`src/rtl/uart_loader.sv`:
```
// uart_loader: host-facing monitor / boot loader for the cpu core.
//
// Parses a byte command stream from the UART receiver:
//   'L' ADDR_HI ADDR_LO LEN data...  -> writes LEN bytes (0 means 256) into RAM,
//                                       replies 'K' followed by the 8-bit byte sum.
//   'G' ADDR_HI ADDR_LO              -> pulses cpu_start at that address, then waits
//                                       for cpu_halted and replies 'H'.
//   anything else while idle         -> replies '?'.
//
// Ports:
//   clk, rst             clock and synchronous active-high reset
//   received, rx_byte    one-cycle "new byte" pulse and the byte itself
//   is_transmitting      UART transmitter busy
//   tx_byte, transmit    byte to send and its one-cycle send request
//   l_waddr, l_dwrite,
//   l_write_en           RAM write port (one-cycle strobe)
//   cpu_start,
//   cpu_startaddr        one-cycle start pulse and start address for the cpu
//   cpu_halted           one-cycle halt pulse from the cpu
//   running              high from cpu_start until the halt is seen
module uart_loader #(
    parameter int addr_width = 9
) (
    input  logic                  clk,
    input  logic                  rst,
    input  logic                  received,
    input  logic [7:0]            rx_byte,
    input  logic                  is_transmitting,
    output logic [7:0]            tx_byte,
    output logic                  transmit,
    output logic [addr_width-1:0] l_waddr,
    output logic [7:0]            l_dwrite,
    output logic                  l_write_en,
    output logic                  cpu_start,
    output logic [addr_width-1:0] cpu_startaddr,
    input  logic                  cpu_halted,
    output logic                  running
);
    typedef logic [addr_width-1:0] addr_t;
    localparam addr_t ADDR_ONE = addr_t'(1);

    typedef enum logic [3:0] {
        S_IDLE, S_L_AH, S_L_AL, S_L_LEN, S_L_DATA,
        S_G_AH, S_G_AL, S_GSTART, S_RUN, S_REPLY, S_TXGAP
    } state_t;

    state_t     state_q, state_d;
    logic [7:0] addr_hi_q, addr_hi_d;
    addr_t      load_addr_q, load_addr_d;      // address of the next data byte
    logic [8:0] count_q, count_d;              // data bytes still expected (1..256)
    logic [7:0] checksum_q, checksum_d;
    logic [7:0] tx_byte_q, tx_byte_d;          // reply byte at the head of the queue
    logic [7:0] reply2_q, reply2_d;            // second reply byte, if any
    logic [1:0] reply_cnt_q, reply_cnt_d;      // reply bytes not yet sent
    addr_t      l_waddr_q, l_waddr_d;
    logic [7:0] l_dwrite_q, l_dwrite_d;
    logic       l_write_en_q, l_write_en_d;
    logic       cpu_start_q, cpu_start_d;
    addr_t      cpu_startaddr_q, cpu_startaddr_d;
    logic       running_q, running_d;
    logic [7:0] sum_next;

    // State register (and datapath registers).
    always_ff @(posedge clk) begin
        if (rst) begin
            state_q         <= S_IDLE;
            addr_hi_q       <= '0;
            load_addr_q     <= '0;
            count_q         <= '0;
            checksum_q      <= '0;
            tx_byte_q       <= '0;
            reply2_q        <= '0;
            reply_cnt_q     <= '0;
            l_waddr_q       <= '0;
            l_dwrite_q      <= '0;
            l_write_en_q    <= 1'b0;
            cpu_start_q     <= 1'b0;
            cpu_startaddr_q <= '0;
            running_q       <= 1'b0;
        end else begin
            state_q         <= state_d;
            addr_hi_q       <= addr_hi_d;
            load_addr_q     <= load_addr_d;
            count_q         <= count_d;
            checksum_q      <= checksum_d;
            tx_byte_q       <= tx_byte_d;
            reply2_q        <= reply2_d;
            reply_cnt_q     <= reply_cnt_d;
            l_waddr_q       <= l_waddr_d;
            l_dwrite_q      <= l_dwrite_d;
            l_write_en_q    <= l_write_en_d;
            cpu_start_q     <= cpu_start_d;
            cpu_startaddr_q <= cpu_startaddr_d;
            running_q       <= running_d;
        end
    end

    // Next-state and datapath logic.
    always_comb begin
        state_d         = state_q;
        addr_hi_d       = addr_hi_q;
        load_addr_d     = load_addr_q;
        count_d         = count_q;
        checksum_d      = checksum_q;
        tx_byte_d       = tx_byte_q;
        reply2_d        = reply2_q;
        reply_cnt_d     = reply_cnt_q;
        l_waddr_d       = l_waddr_q;
        l_dwrite_d      = l_dwrite_q;
        l_write_en_d    = 1'b0;
        cpu_start_d     = 1'b0;
        cpu_startaddr_d = cpu_startaddr_q;
        running_d       = running_q;
        sum_next        = checksum_q + rx_byte;

        case (state_q)
            S_IDLE: if (received) begin
                if (rx_byte == 8'h4C)      state_d = S_L_AH;
                else if (rx_byte == 8'h47) state_d = S_G_AH;
                else begin
                    tx_byte_d   = 8'h3F;
                    reply_cnt_d = 2'd1;
                    state_d     = S_REPLY;
                end
            end
            S_L_AH: if (received) begin
                addr_hi_d = rx_byte;
                state_d   = S_L_AL;
            end
            S_L_AL: if (received) begin
                // Truncation drops address bits beyond the RAM size.
                load_addr_d = addr_t'({addr_hi_q, rx_byte});
                state_d     = S_L_LEN;
            end
            S_L_LEN: if (received) begin
                count_d    = (rx_byte == 8'd0) ? 9'd256 : {1'b0, rx_byte};
                checksum_d = 8'd0;
                state_d    = S_L_DATA;
            end
            S_L_DATA: if (received) begin
                l_write_en_d = 1'b1;
                l_dwrite_d   = rx_byte;
                l_waddr_d    = load_addr_q;
                load_addr_d  = load_addr_q + ADDR_ONE;   // wraps naturally
                checksum_d   = sum_next;
                count_d      = count_q - 9'd1;
                if (count_q == 9'd1) begin
                    tx_byte_d   = 8'h4B;
                    reply2_d    = sum_next;
                    reply_cnt_d = 2'd2;
                    state_d     = S_REPLY;
                end
            end
            S_G_AH: if (received) begin
                addr_hi_d = rx_byte;
                state_d   = S_G_AL;
            end
            S_G_AL: if (received) begin
                cpu_startaddr_d = addr_t'({addr_hi_q, rx_byte});
                state_d         = S_GSTART;
            end
            S_GSTART: begin
                // cpu_halted is deliberately not looked at here.
                cpu_start_d = 1'b1;
                running_d   = 1'b1;
                state_d     = S_RUN;
            end
            S_RUN: if (cpu_halted) begin
                running_d   = 1'b0;
                tx_byte_d   = 8'h48;
                reply_cnt_d = 2'd1;
                state_d     = S_REPLY;
            end
            S_REPLY: if (!is_transmitting) begin
                // transmit fires this cycle; advance the queue behind it.
                reply_cnt_d = reply_cnt_q - 2'd1;
                if (reply_cnt_q == 2'd2) tx_byte_d = reply2_q;
                state_d = S_TXGAP;
            end
            // One dead cycle lets the transmitter raise is_transmitting.
            S_TXGAP: state_d = (reply_cnt_q != 2'd0) ? S_REPLY : S_IDLE;
            default: state_d = S_IDLE;
        endcase
    end

    // Outputs. transmit is decoded from the state so the first reply byte
    // leaves in the cycle right after the byte that triggered it.
    always_comb begin
        transmit      = (state_q == S_REPLY) && !is_transmitting;
        tx_byte       = tx_byte_q;
        l_waddr       = l_waddr_q;
        l_dwrite      = l_dwrite_q;
        l_write_en    = l_write_en_q;
        cpu_start     = cpu_start_q;
        cpu_startaddr = cpu_startaddr_q;
        running       = running_q;
    end
endmodule

```
`config.mk`:
```
export PLATFORM = sky130hd
export DESIGN_NAME = uart_loader
export DESIGN_NICKNAME = d
export VERILOG_FILES = /design/src/rtl/uart_loader.sv
export SDC_FILE = /design/constraint.sdc
export NUM_CORES = 1
export LEC_CHECK = 0
export CORE_MARGIN = 5
export CORE_UTILIZATION = 39
export DETAILED_ROUTE_END_ITERATION = 10
export PLACE_DENSITY = 0.58
export SETUP_SLACK_MARGIN = 0.15
export SYNTH_ARGS = -nofsm -noshare
export SYNTH_HDL_FRONTEND = slang
export SYNTH_SLANG_ARGS = --single-unit
```
`constraint.sdc`:
```
create_clock -name clk -period 4.7 [get_ports clk]
set_input_delay 0.47 -clock clk [delete_from_list [all_inputs] [get_ports clk]]
set_output_delay 0.47 -clock clk [all_outputs]
set_load 0.01 [all_outputs]
```
==> impl_results.md, run 1 <==
- Post-Synth XOR/XNOR Area: 0.01448
- Starting Density: 0.3968
- Net Sw Frac: 0.3718
- Part of the power in registers: 0.425
- N_diodes: 0
- Via Count: 3664
- Initial antenna violation count: 0
- Critical path class: reg -> reg
- Sequential area share after synthesis: 0.3846
- Largest fanout on the critical path: 10
- Dominant cell type by area after synthesis: dfxtp_1
- Worst-case vdd ir drop: 0.0001846 V
- Top cells by area, synth: dfxtp_1 38%, a21oi_1 7.0%, nand2_1 5.5%
- Skew final: 18.01 ps
- Clk root buf: clkbuf_8
- Seq cells post-synth: 78
- Hold bufs inserted after CTS: 0
- Syn nets: 529
- H-tree depth: 3
- Post-CTS setup buffer count: 0
- Hold Vio Cnt, Final: 0
- Mapped cell area: 0.004060 sq mm
- PnR worst setup slack: 1822 ps
- IO Port Bufs: 50
- Net count, final: 561
- Die H: 112.0 microns
- Max Fclk: 347.4 MHz
- Ys flop type: dfxtp_1
- CTS max path bufs: 2
- Unique masters post-synth: 62
- TritonCTS clock tree: yes
- Adder-cell share of the synthesized area: 0.04191
- Clock Power Share: 0.253
- Worst slack, placed: 1685 ps
- GP Congestion: 0.7644
- Final Slew Violations: 0
- HPWL Detailed: 7.236 mm
- Compound-gate portion of the synthesized area: 0.2305
- Grt total ovfl: 0
- Die width: 112.0 microns
- Final Setup Violations: 0
- Crit share post-route: 0.6124
- Max cap viols: 0
- Total GRT Usage: 0.1726
- Startpoint Class: register
- Vias per cell: 5.420
- CP required: 4950 ps
- Num CTS Buffers: 9
- Commonest cells in the synthesized netlist: 78 x dfxtp_1, 59 x nand2_1, 57 x a21oi_1
- WL final: 10.85 mm
- Leakage: 1.662 nW
- Post-synth EDFFs: 0
- Share of the synthesized area in the top cell type: 0.3846
- Clk sink count: 78
- Hold crit path type: in -> reg
- Routed len/inst: 16.05 microns
- Outcome: completed
- Tot Pwr: 1.965 mW
- Antenna Nets Post-Route: 0
- Clk slew on worst S/H paths: 80 ps
- Layout cell share with drive strength beyond 1: 0.06852
- Post-synthesis simple-gate area fraction: 0.2453
- Setup TNS: 0 ps
- Worst Tran Pin Value: 871.0 ps
- Clk Latency, worst-skew pair: 360 ps
- Worst Path Arrival: 3130 ps
- Combinational share of power: 0.321
- Initial drt markers: 255
- # DRC: 0
- Die area: 0.01255 sq mm
- First-pass DRT Iterations: 4
- Tmin final: 2878 ps
- P&R area growth vs syn: 18.64%
- Mux contribution to synthesized area: 0.03606
- Largest net degree at the start of global routing: 83
- Cells after synthesis: 503
- Unrepaired setup endpoints after global routing: false
- Fraction of registers with async set/reset: 0
- Worst Setup End Kind: register
- Resize count post-CTS: 0
- Int Power: 1.234 mW
- Top Ports: 51
- Layout Utilization: 0.4708
- Ys Warns: 0
- Cell with the most instances after synthesis: dfxtp_1
- Main combinational cell family by area after synthesis: simple AND/OR/NAND/NOR gates
- Sw power: 0.7306 mW
- First-pass GRT wire length: 17.87 mm
- Vias in the first global route: 3444
- Relative slew slack: 0.4044
- Core area: 0.01023 sq mm
- Worst Hold Slack: 426.2 ps
- Synth Area per Inst: 8.072 sq um
- Row count: 37
- PD cells: 407.9 mW/mm^2
==> cell usage in the layout, fill, tap and decap left out, types with 5 or more instances in the layout <==
cell type        instances
clkdlybuf4s50_1         49
ha_1                    12
a21o_1                   6
nor3_1                  19
clkbuf_8                11
nand3b_1                 5
mux2i_1                 12
nand3_1                 10
a31oi_1                  9
nand2b_1                 7
a21oi_1                 57
a211oi_1                 8
o21ai_0                 28
a22oi_1                  5
inv_1                   14
nand2_1                 59
nor2b_1                  5
o21a_1                   6
nor2_1                  55
dfxtp_1                 78
==> worst max-delay path: stages, from the launching register on <==
cell	delay, ps
dfxtp_1	340
inv_1	100
ha_1	150
or3b_2	430
or4_4	540
a2111oi_4	470
and3_1	410
mux2_4	330
==> logic make-up (layout without fill, tap and decap cells) <==
family                     count (synthesis)  in the layout
AOI/OAI and AO/OA                        146            146
xor gates and xnor gates                   5              5
and+or+nand+nor                          200            200
buffers and inverters                     47             84
DFF                                       78             78
muxes                                     14             14
adders and majority gates                 13             13
==> layout make-up <==
type | instances | area (sq um)
multi-input cells | 378 | 2316
clock inverters | 5 | 40.04
fillers | 982 | 5414
repair buffers | 54 | 525.5
clock buffers | 11 | 151.4
well taps | 136 | 170.2
inverters | 14 | 52.55
flip-flops and latches | 78 | 1562
==> flip-flops by register name, indices dropped and copies added (netlist names), 2 cells and up <==
register	cells
load_addr_q	9
cpu_startaddr	9
reply_cnt_q	2
l_waddr	9
count_q	9
state_q	4
tx_byte	8
reply2_q	8
checksum_q	8
l_dwrite	8
==> metal layers <==
| metal | track usage | vias to the layer above | part of all wire |
|---|---|---|---|
| met4 | 0.04567 | 0 | 0.014 |
| met3 | 0.04474 | 9 | 0.052 |
| li1 | - | 1870 | - |
| met5 | 0 | - | 0 |
| met1 | 0.2358 | 1704 | 0.48 |
| met2 | 0.2726 | 81 | 0.46 |
==> metrics by stage <==
stage               cells  cell area (sq um)
floorplan             503               4060
global placement      660               4626
detailed placement    660               4626
CTS                   676               4817
global route          676               4817
finish                676               4817
==> power groups by stage <==
stage          clock network, mW  logic (mW)  registers (mW)
2_1_floorplan                  0       0.514           0.799
3_3_place_gp                   0       0.621           0.849
3_5_place_dp                   0       0.630           0.851
4_1_cts                    0.518       0.632           0.835
5_1_grt                    0.545       0.699           0.851
6_report                   0.498       0.632           0.836
==> final timing paths <==
| kind | cells after the start | start | slack, ps | end |
|---|---|---|---|---|
| worst min-delay path | 3 | rst | 430 | tx_byte[7] |
| worst max-delay path | 7 | count_q[1] | 1820 | tx_byte[6] |
| worst max register to register | 7 | count_q[1] | 1820 | tx_byte[6] |
| worst min register to register | 2 | l_dwrite[2] | 460 | l_dwrite[2] |
Note: power is estimated with default switching activity, not from simulation.
==> inputs of run 2 (changes only) <==
==> constraint.sdc (replaced) <==
create_clock -name clk -period 2.7 [get_ports clk]
set_input_delay 0.27 -clock clk [delete_from_list [all_inputs] [get_ports clk]]
set_output_delay 0.27 -clock clk [all_outputs]
set_load 0.01 [all_outputs]
==> run 2 against run 1 <==
Cell count is 3.7% higher. Sequential power is 66% higher. Critical path depth unchanged. Hold slack better by 33 ps. Combinational power increased by 110%. Flip-flop and latch count did not move. Power increased by 87%. Via count rose by 5.4%. Core utilization grew 2.3 points. Die area unchanged. Clock power increased by 91%.
==> impl_results.md, run 2 (same netlist as run 1, synthesis figures left out) <==
- H-tree depth: 3 (unchanged)
- Min-delay src: l_dwrite[1] (was rst)
- Clk root buf: clkbuf_8 (unchanged)
- Placed instance area: 0.004801 sq mm (was 0.004626 sq mm)
- Worst slack, placed: 173.0 ps (was 1685 ps)
- Cell Count, Final, Fillers Out: 701 (was 676)
- Antenna Nets Post-Route: 0 (unchanged)
- Row count: 37 (unchanged)
- Hold bufs inserted after CTS: 0 (unchanged)
- N_diodes: 0 (unchanged)
- Worst Setup End Kind: register (unchanged)
- Leakage: 1.792 nW (was 1.662 nW)
- Clk Latency, worst-skew pair: 370 ps (was 360 ps)
- Tmin final: 2484 ps (was 2878 ps)
- Worst Hold Path EP: l_dwrite[1] (was tx_byte[7])
- Hold crit path type: reg -> reg (was in -> reg)
- Num CTS Buffers: 9 (unchanged)
- Routed len/inst: 15.97 microns (was 16.05 microns)
- Outcome: completed (unchanged)
- Crit share post-route: 0.9200 (was 0.6124)
- Post-Layout Inst Area: 0.005055 sq mm (was 0.004817 sq mm)
- Final Slew Violations: 0 (unchanged)
- Clk sink count: 78 (unchanged)
- Die H: 112.0 microns (unchanged)
- First-pass GRT wire length: 18.65 mm (was 17.87 mm)
- WL final: 11.20 mm (was 10.85 mm)
- Hold Vio Cnt, Final: 0 (unchanged)
- RR Startpoint: count_q[1] (unchanged)
- Fillers: 996 (was 982)
- IO Port Bufs: 50 (unchanged)
- Most frequent cells in the layout: 76 x dfxtp_1, 59 x nand2_1, 57 x a21oi_1, 55 x nor2_1, 49 x clkdlybuf4s50_1 (was 78 x dfxtp_1, 59 x nand2_1, 57 x a21oi_1, 55 x nor2_1, 49 x clkdlybuf4s50_1)
- Grt total ovfl: 0 (unchanged)
- Clk slew on worst S/H paths: 90 ps (was 80 ps)
- Vias per cell: 5.509 (was 5.420)
- Worst Hold Depth: 2 (was 3)
- CTS max path bufs: 2 (unchanged)
- Flop2flop setup slack: 220 ps (was 1820 ps)
- Largest fanout on the critical path: 4 (was 10)
- Core area: 0.01023 sq mm (unchanged)
- Worst Tran Pin Value: 780.2 ps (was 871.0 ps)
- PD cells: 726.0 mW/mm^2 (was 407.9 mW/mm^2)
- Inst Count DP: 683 (was 660)
- Setup TNS: 0 ps (unchanged)
- Worst r2r dst: tx_byte[6] (unchanged)
- Unrepaired setup endpoints after global routing: true (was false)
- CP required: 2960 ps (was 4950 ps)
- Largest net degree at the start of global routing: 45 (was 83)
- Critical path class: reg -> reg (unchanged)
- Starting Density: 0.3968 (unchanged)
- Commonest non-fill, non-tap cell in the layout: dfxtp_1 (unchanged)
- Via Count: 3862 (was 3664)
- Startpoint Class: register (unchanged)
- Worst-case vdd ir drop: 0.0003703 V (was 0.0001846 V)
- P&R area growth vs syn: 24.50% (was 18.64%)
- PnR worst setup slack: 215.9 ps (was 1822 ps)
- Initial antenna violation count: 0 (unchanged)
- Die width: 112.0 microns (unchanged)
- Relative slew slack: 0.4759 (was 0.4044)
- Die area: 0.01255 sq mm (unchanged)
- First-pass DRT Iterations: 5 (was 4)
- Skew final: 8.487 ps (was 18.01 ps)
- Total GRT Usage: 0.1820 (was 0.1726)
- Vias in the first global route: 3737 (was 3444)
- Layout Utilization: 0.4941 (was 0.4708)
- HPWL Detailed: 7.845 mm (was 7.236 mm)
- Net count, final: 586 (was 561)
- Max Fclk: 402.6 MHz (was 347.4 MHz)
- Top Ports: 51 (unchanged)
- # DRC: 0 (unchanged)
- Initial drt markers: 246 (was 255)
- R2R depth: 7 (unchanged)
- GP Congestion: 0.8208 (was 0.7644)
- Final Setup Violations: 0 (unchanged)
- Worst Path Arrival: 2740 ps (was 3130 ps)
- TritonCTS clock tree: yes (unchanged)
- Max cap viols: 0 (unchanged)
- Layout cell share with drive strength beyond 1: 0.1186 (was 0.06852)
==> run 2: cell count changes in the layout (fill, tap and decap cells not counted), sizes merged <==
cell / change
buf: +25
bufinv: +1
clkbuf: -2
clkinv: -2
clkinvlp: +1
inv: +2
==> run 2: what timing repair did <==
action                     in CTS  in global routing
gates cloned                    0                  0
setup buffers                   0                  2
resized for setup               0                  8
setup endpoints to repair       1                 10
pin swaps                       1                  3
==> run 2: cell type report <==
type / count / area (sq um) / share of cell area
clock inverters: 7 / 86.33 / 0.01708
clock buffers: 9 / 123.9 / 0.02450
inverters: 14 / 55.05 / 0.01089
multi-input cells: 378 / 2336 / 0.4621
well taps: 136 / 170.2 / 0.03366
flip-flops and latches: 78 / 1567 / 0.3099
repair buffers: 79 / 716.9 / 0.1418
==> run 2: worst max-delay path by stage <==
stage                  to  startpoint  depth (start not counted)
3_5_place_dp   state_q[0]  count_q[1]                          7
5_1_grt        tx_byte[7]  count_q[1]                          8
6_report       tx_byte[6]  count_q[1]                          7
3_3_place_gp   state_q[0]  count_q[1]                          7
4_1_cts        tx_byte[7]  count_q[1]                          8
2_1_floorplan  tx_byte[6]  count_q[1]                          9
==> run 2: layer usage <==
metal  GRT usage  routed length [microns]
met5           0                        0
met4     0.04006                      128
met3     0.05067                      561
met2      0.3074                     5343
met1      0.2332                     5163
==> run 2: critical path: stages (launching register included) <==
cell and delay (ps):
dfxtp_4 370, inv_4 60, ha_4 110, or3b_4 350, or4_4 550, a2111oi_4 380, and3_4 260, mux2_4 290
==> run 2: through the flow <==
step,total power [mW],hold WS [ps]
2_1_floorplan,2.286,385.7
3_3_place_gp,2.685,443.5
3_5_place_dp,2.706,450.0
4_1_cts,3.668,458.1
5_1_grt,3.921,488.1
6_report,3.670,459.6
==> run 2: power by group <==
| group | switching [mW] | internal, mW | total [mW] |
|---|---|---|---|
| clock | 0.505 | 0.448 | 0.953 |
| sequential | 0.118 | 1.27 | 1.39 |
| combinational | 0.714 | 0.617 | 1.33 |
==> inputs of run 3 (changes only) <==
--- a/config.mk
+++ b/config.mk
@@ -5,6 +5,7 @@
 export SDC_FILE = /design/constraint.sdc
 export NUM_CORES = 1
 export LEC_CHECK = 0
+export CORE_ASPECT_RATIO = 2
 export CORE_MARGIN = 5
 export CORE_UTILIZATION = 39
 export DETAILED_ROUTE_END_ITERATION = 10
==> constraint.sdc (replaced) <==
create_clock -name clk -period 2.4 [get_ports clk]
set_input_delay 0.24 -clock clk [delete_from_list [all_inputs] [get_ports clk]]
set_output_delay 0.24 -clock clk [all_outputs]
set_load 0.01 [all_outputs]
==> run 3 against run 2 <==
Sequential power grew 13%. Clock-buffer cell count is the same. Clock skew shrank 1.7 ps. Register-to-register slack lost 150 ps. Critical path depth grew 1. Routed wire length grew 6.5%. Design area grew 6.7%. Cell count grew 3.6%. Worst setup slack lost 150 ps. Hold slack lost 4.6 ps. Largest cell class unchanged. Largest power group is now combinational cells.
==> impl_results.md, run 3 (same netlist as run 1, synthesis figures left out) <==
- Core area: 0.01015 sq mm (was 0.01023 sq mm)
- Unrepaired setup endpoints after global routing: true (unchanged)
- Clock Power Share: 0.299 (was 0.260)
- GP Congestion: 0.8228 (was 0.8208)
- Sw power: 1.597 mW (was 1.337 mW)
- Max cap viols: 0 (unchanged)
- Clk slew on worst S/H paths: 60 ps (was 90 ps)
- CP required: 2670 ps (was 2960 ps)
- # DRC: 0 (unchanged)
- Worst Setup End Kind: register (unchanged)
- Int Power: 3.090 mW (was 2.333 mW)
- CP Launch Point: count_q[1] (unchanged)
- Leakage: 1.971 nW (was 1.792 nW)
- RR Startpoint: count_q[1] (unchanged)
- Row count: 52 (was 37)
- Via Count: 3964 (was 3862)
- Part of the power in registers: 0.336 (was 0.378)
- Outcome: completed (unchanged)
- Worst r2r dst: state_q[0] (was tx_byte[6])
- Die width: 82.15 microns (was 112.0 microns)
- IO Port Bufs: 50 (unchanged)
- Most frequent cells in the layout: 76 x dfxtp_1, 59 x nand2_1, 57 x a21oi_1, 53 x nor2_1, 50 x buf_4 (was 76 x dfxtp_1, 59 x nand2_1, 57 x a21oi_1, 55 x nor2_1, 49 x clkdlybuf4s50_1)
- Grt total ovfl: 0 (unchanged)
- Final Setup Violations: 0 (unchanged)
- Max Fclk: 429.0 MHz (was 402.6 MHz)
- Initial drt markers: 165 (was 246)
- Starting Density: 0.4000 (was 0.3968)
- Routed len/inst: 16.43 microns (was 15.97 microns)
- N_diodes: 0 (unchanged)
- Tmin final: 2331 ps (was 2484 ps)
- TritonCTS clock tree: yes (unchanged)
- Worst Hold Slack: 454.9 ps (was 459.6 ps)
- HPWL Detailed: 8.942 mm (was 7.845 mm)
- Crit share post-route: 0.9712 (was 0.9200)
- Clk root buf: clkbuf_16 (was clkbuf_8)
- Inst Count DP: 702 (was 683)
- Largest fanout on the critical path: 5 (was 4)
- Net Sw Frac: 0.3408 (was 0.3644)
- Critical path class: reg -> reg (unchanged)
- Clk Latency, worst-skew pair: 340 ps (was 370 ps)
- Layout cell share with drive strength beyond 1: 0.1692 (was 0.1186)
- Hold Vio Cnt, Final: 0 (unchanged)
- Worst Tran Pin Value: 823.4 ps (was 780.2 ps)
- Die area: 0.01267 sq mm (was 0.01255 sq mm)
- Crit path capture: state_q[0] (was tx_byte[6])
- First-pass GRT wire length: 19.13 mm (was 18.65 mm)
- Worst-case vdd ir drop: 0.0004575 V (was 0.0003703 V)
- Cell Count, Final, Fillers Out: 726 (was 701)
- Relative slew slack: 0.4511 (was 0.4759)
- Flop2flop setup slack: 70 ps (was 220 ps)
- Combinational share of power: 0.366 (was 0.363)
- WL final: 11.93 mm (was 11.20 mm)
- Final Slew Violations: 0 (unchanged)
- Net count, final: 612 (was 586)
- Vias in the first global route: 3887 (was 3737)
- Antenna Nets Post-Route: 0 (unchanged)
- Skew final: 6.753 ps (was 8.487 ps)
- Worst Path Arrival: 2600 ps (was 2740 ps)
- Commonest non-fill, non-tap cell in the layout: dfxtp_1 (unchanged)
- Largest net degree at the start of global routing: 45 (unchanged)
- Startpoint Class: register (unchanged)
- Hold crit path type: reg -> reg (unchanged)
- Initial antenna violation count: 0 (unchanged)
- Setup TNS: 0 ps (unchanged)
- Min-delay src: l_dwrite[6] (was l_dwrite[1])
- Die H: 154.3 microns (was 112.0 microns)
- CTS max path bufs: 2 (unchanged)
- Num CTS Buffers: 9 (unchanged)
- Clk sink count: 78 (unchanged)
- Vias per cell: 5.460 (was 5.509)
- First-pass DRT Iterations: 4 (was 5)
- H-tree depth: 3 (unchanged)
- Top Ports: 51 (unchanged)
- PD cells: 869.1 mW/mm^2 (was 726.0 mW/mm^2)
- R2R depth: 8 (was 7)
- Total GRT Usage: 0.1961 (was 0.1820)
- P&R area growth vs syn: 32.82% (was 24.50%)
run 3: layout make-up:
| type | instances | area [sq um] |
|---|---|---|
| Tap cell | 135 | 168.9 |
| Fill cell | 985 | 4757 |
| Inverter | 14 | 52.55 |
| Sequential cell | 78 | 1564 |
| Timing Repair Buffer | 105 | 935.9 |
| Clock buffer | 9 | 225.2 |
| Multi-Input combinational cell | 378 | 2364 |
| Clock inverter | 7 | 82.58 |
run 3: through the flow:
step / cell area [sq um] / power (mW) / util / setup slack [ps]
after floorplan: 4069 / 2.587 / - / -134.9
final: 5393 / 4.687 / 0.5313 / 69.13
after global placement: 4969 / 3.156 / 0.4895 / 15.11
after global routing: 5393 / 4.961 / 0.5313 / -34.22
after CTS: 5296 / 4.637 / 0.5218 / 17.33
after detailed placement: 4969 / 3.192 / 0.4895 / 10.14
run 3: what timing repair did:
item | 4_1_cts | 5_1_grt
pin swaps | 3 | 8
cloned | 0 | 1
hold buffers | 0 | 0
setup buffers | 2 | 5
gates resized for setup | 1 | 21
setup endpoints to repair | 12 | 15
run 3: worst min path at each step:
stage / end / depth (start not counted)
2_1_floorplan: running / 1
3_3_place_gp: tx_byte[0] / 1
3_5_place_dp: tx_byte[0] / 1
4_1_cts: checksum_q[0] / 2
5_1_grt: l_dwrite[4] / 2
6_report: l_dwrite[6] / 2
run 3: routing by layer:
metal / up-vias / wire length [microns] / GRT usage
met1: 1917 / 4518 / 0.2044
li1: 1966 / - / -
met3: 25 / 291 / 0.03434
met2: 56 / 6665 / 0.3555
met5: - / 0 / 0
met4: 0 / 453 / 0.1070
run 3: critical path, stage by stage, from the launching register on:
cell and delay [ps]:
dfxtp_2 320, inv_2 50, ha_1 120, or3b_4 370
or4_4 470, a2111oi_4 360, buf_4 200, mux2_4 300
nor2_2 70
run 3: power groups by stage:
stage | clock network (mW) | logic, mW | registers, mW
6_report | 1.40 | 1.72 | 1.57
5_1_grt | 1.49 | 1.88 | 1.59
4_1_cts | 1.43 | 1.63 | 1.57
3_5_place_dp | 0 | 1.59 | 1.60
3_3_place_gp | 0 | 1.56 | 1.60
2_1_floorplan | 0 | 1.02 | 1.57
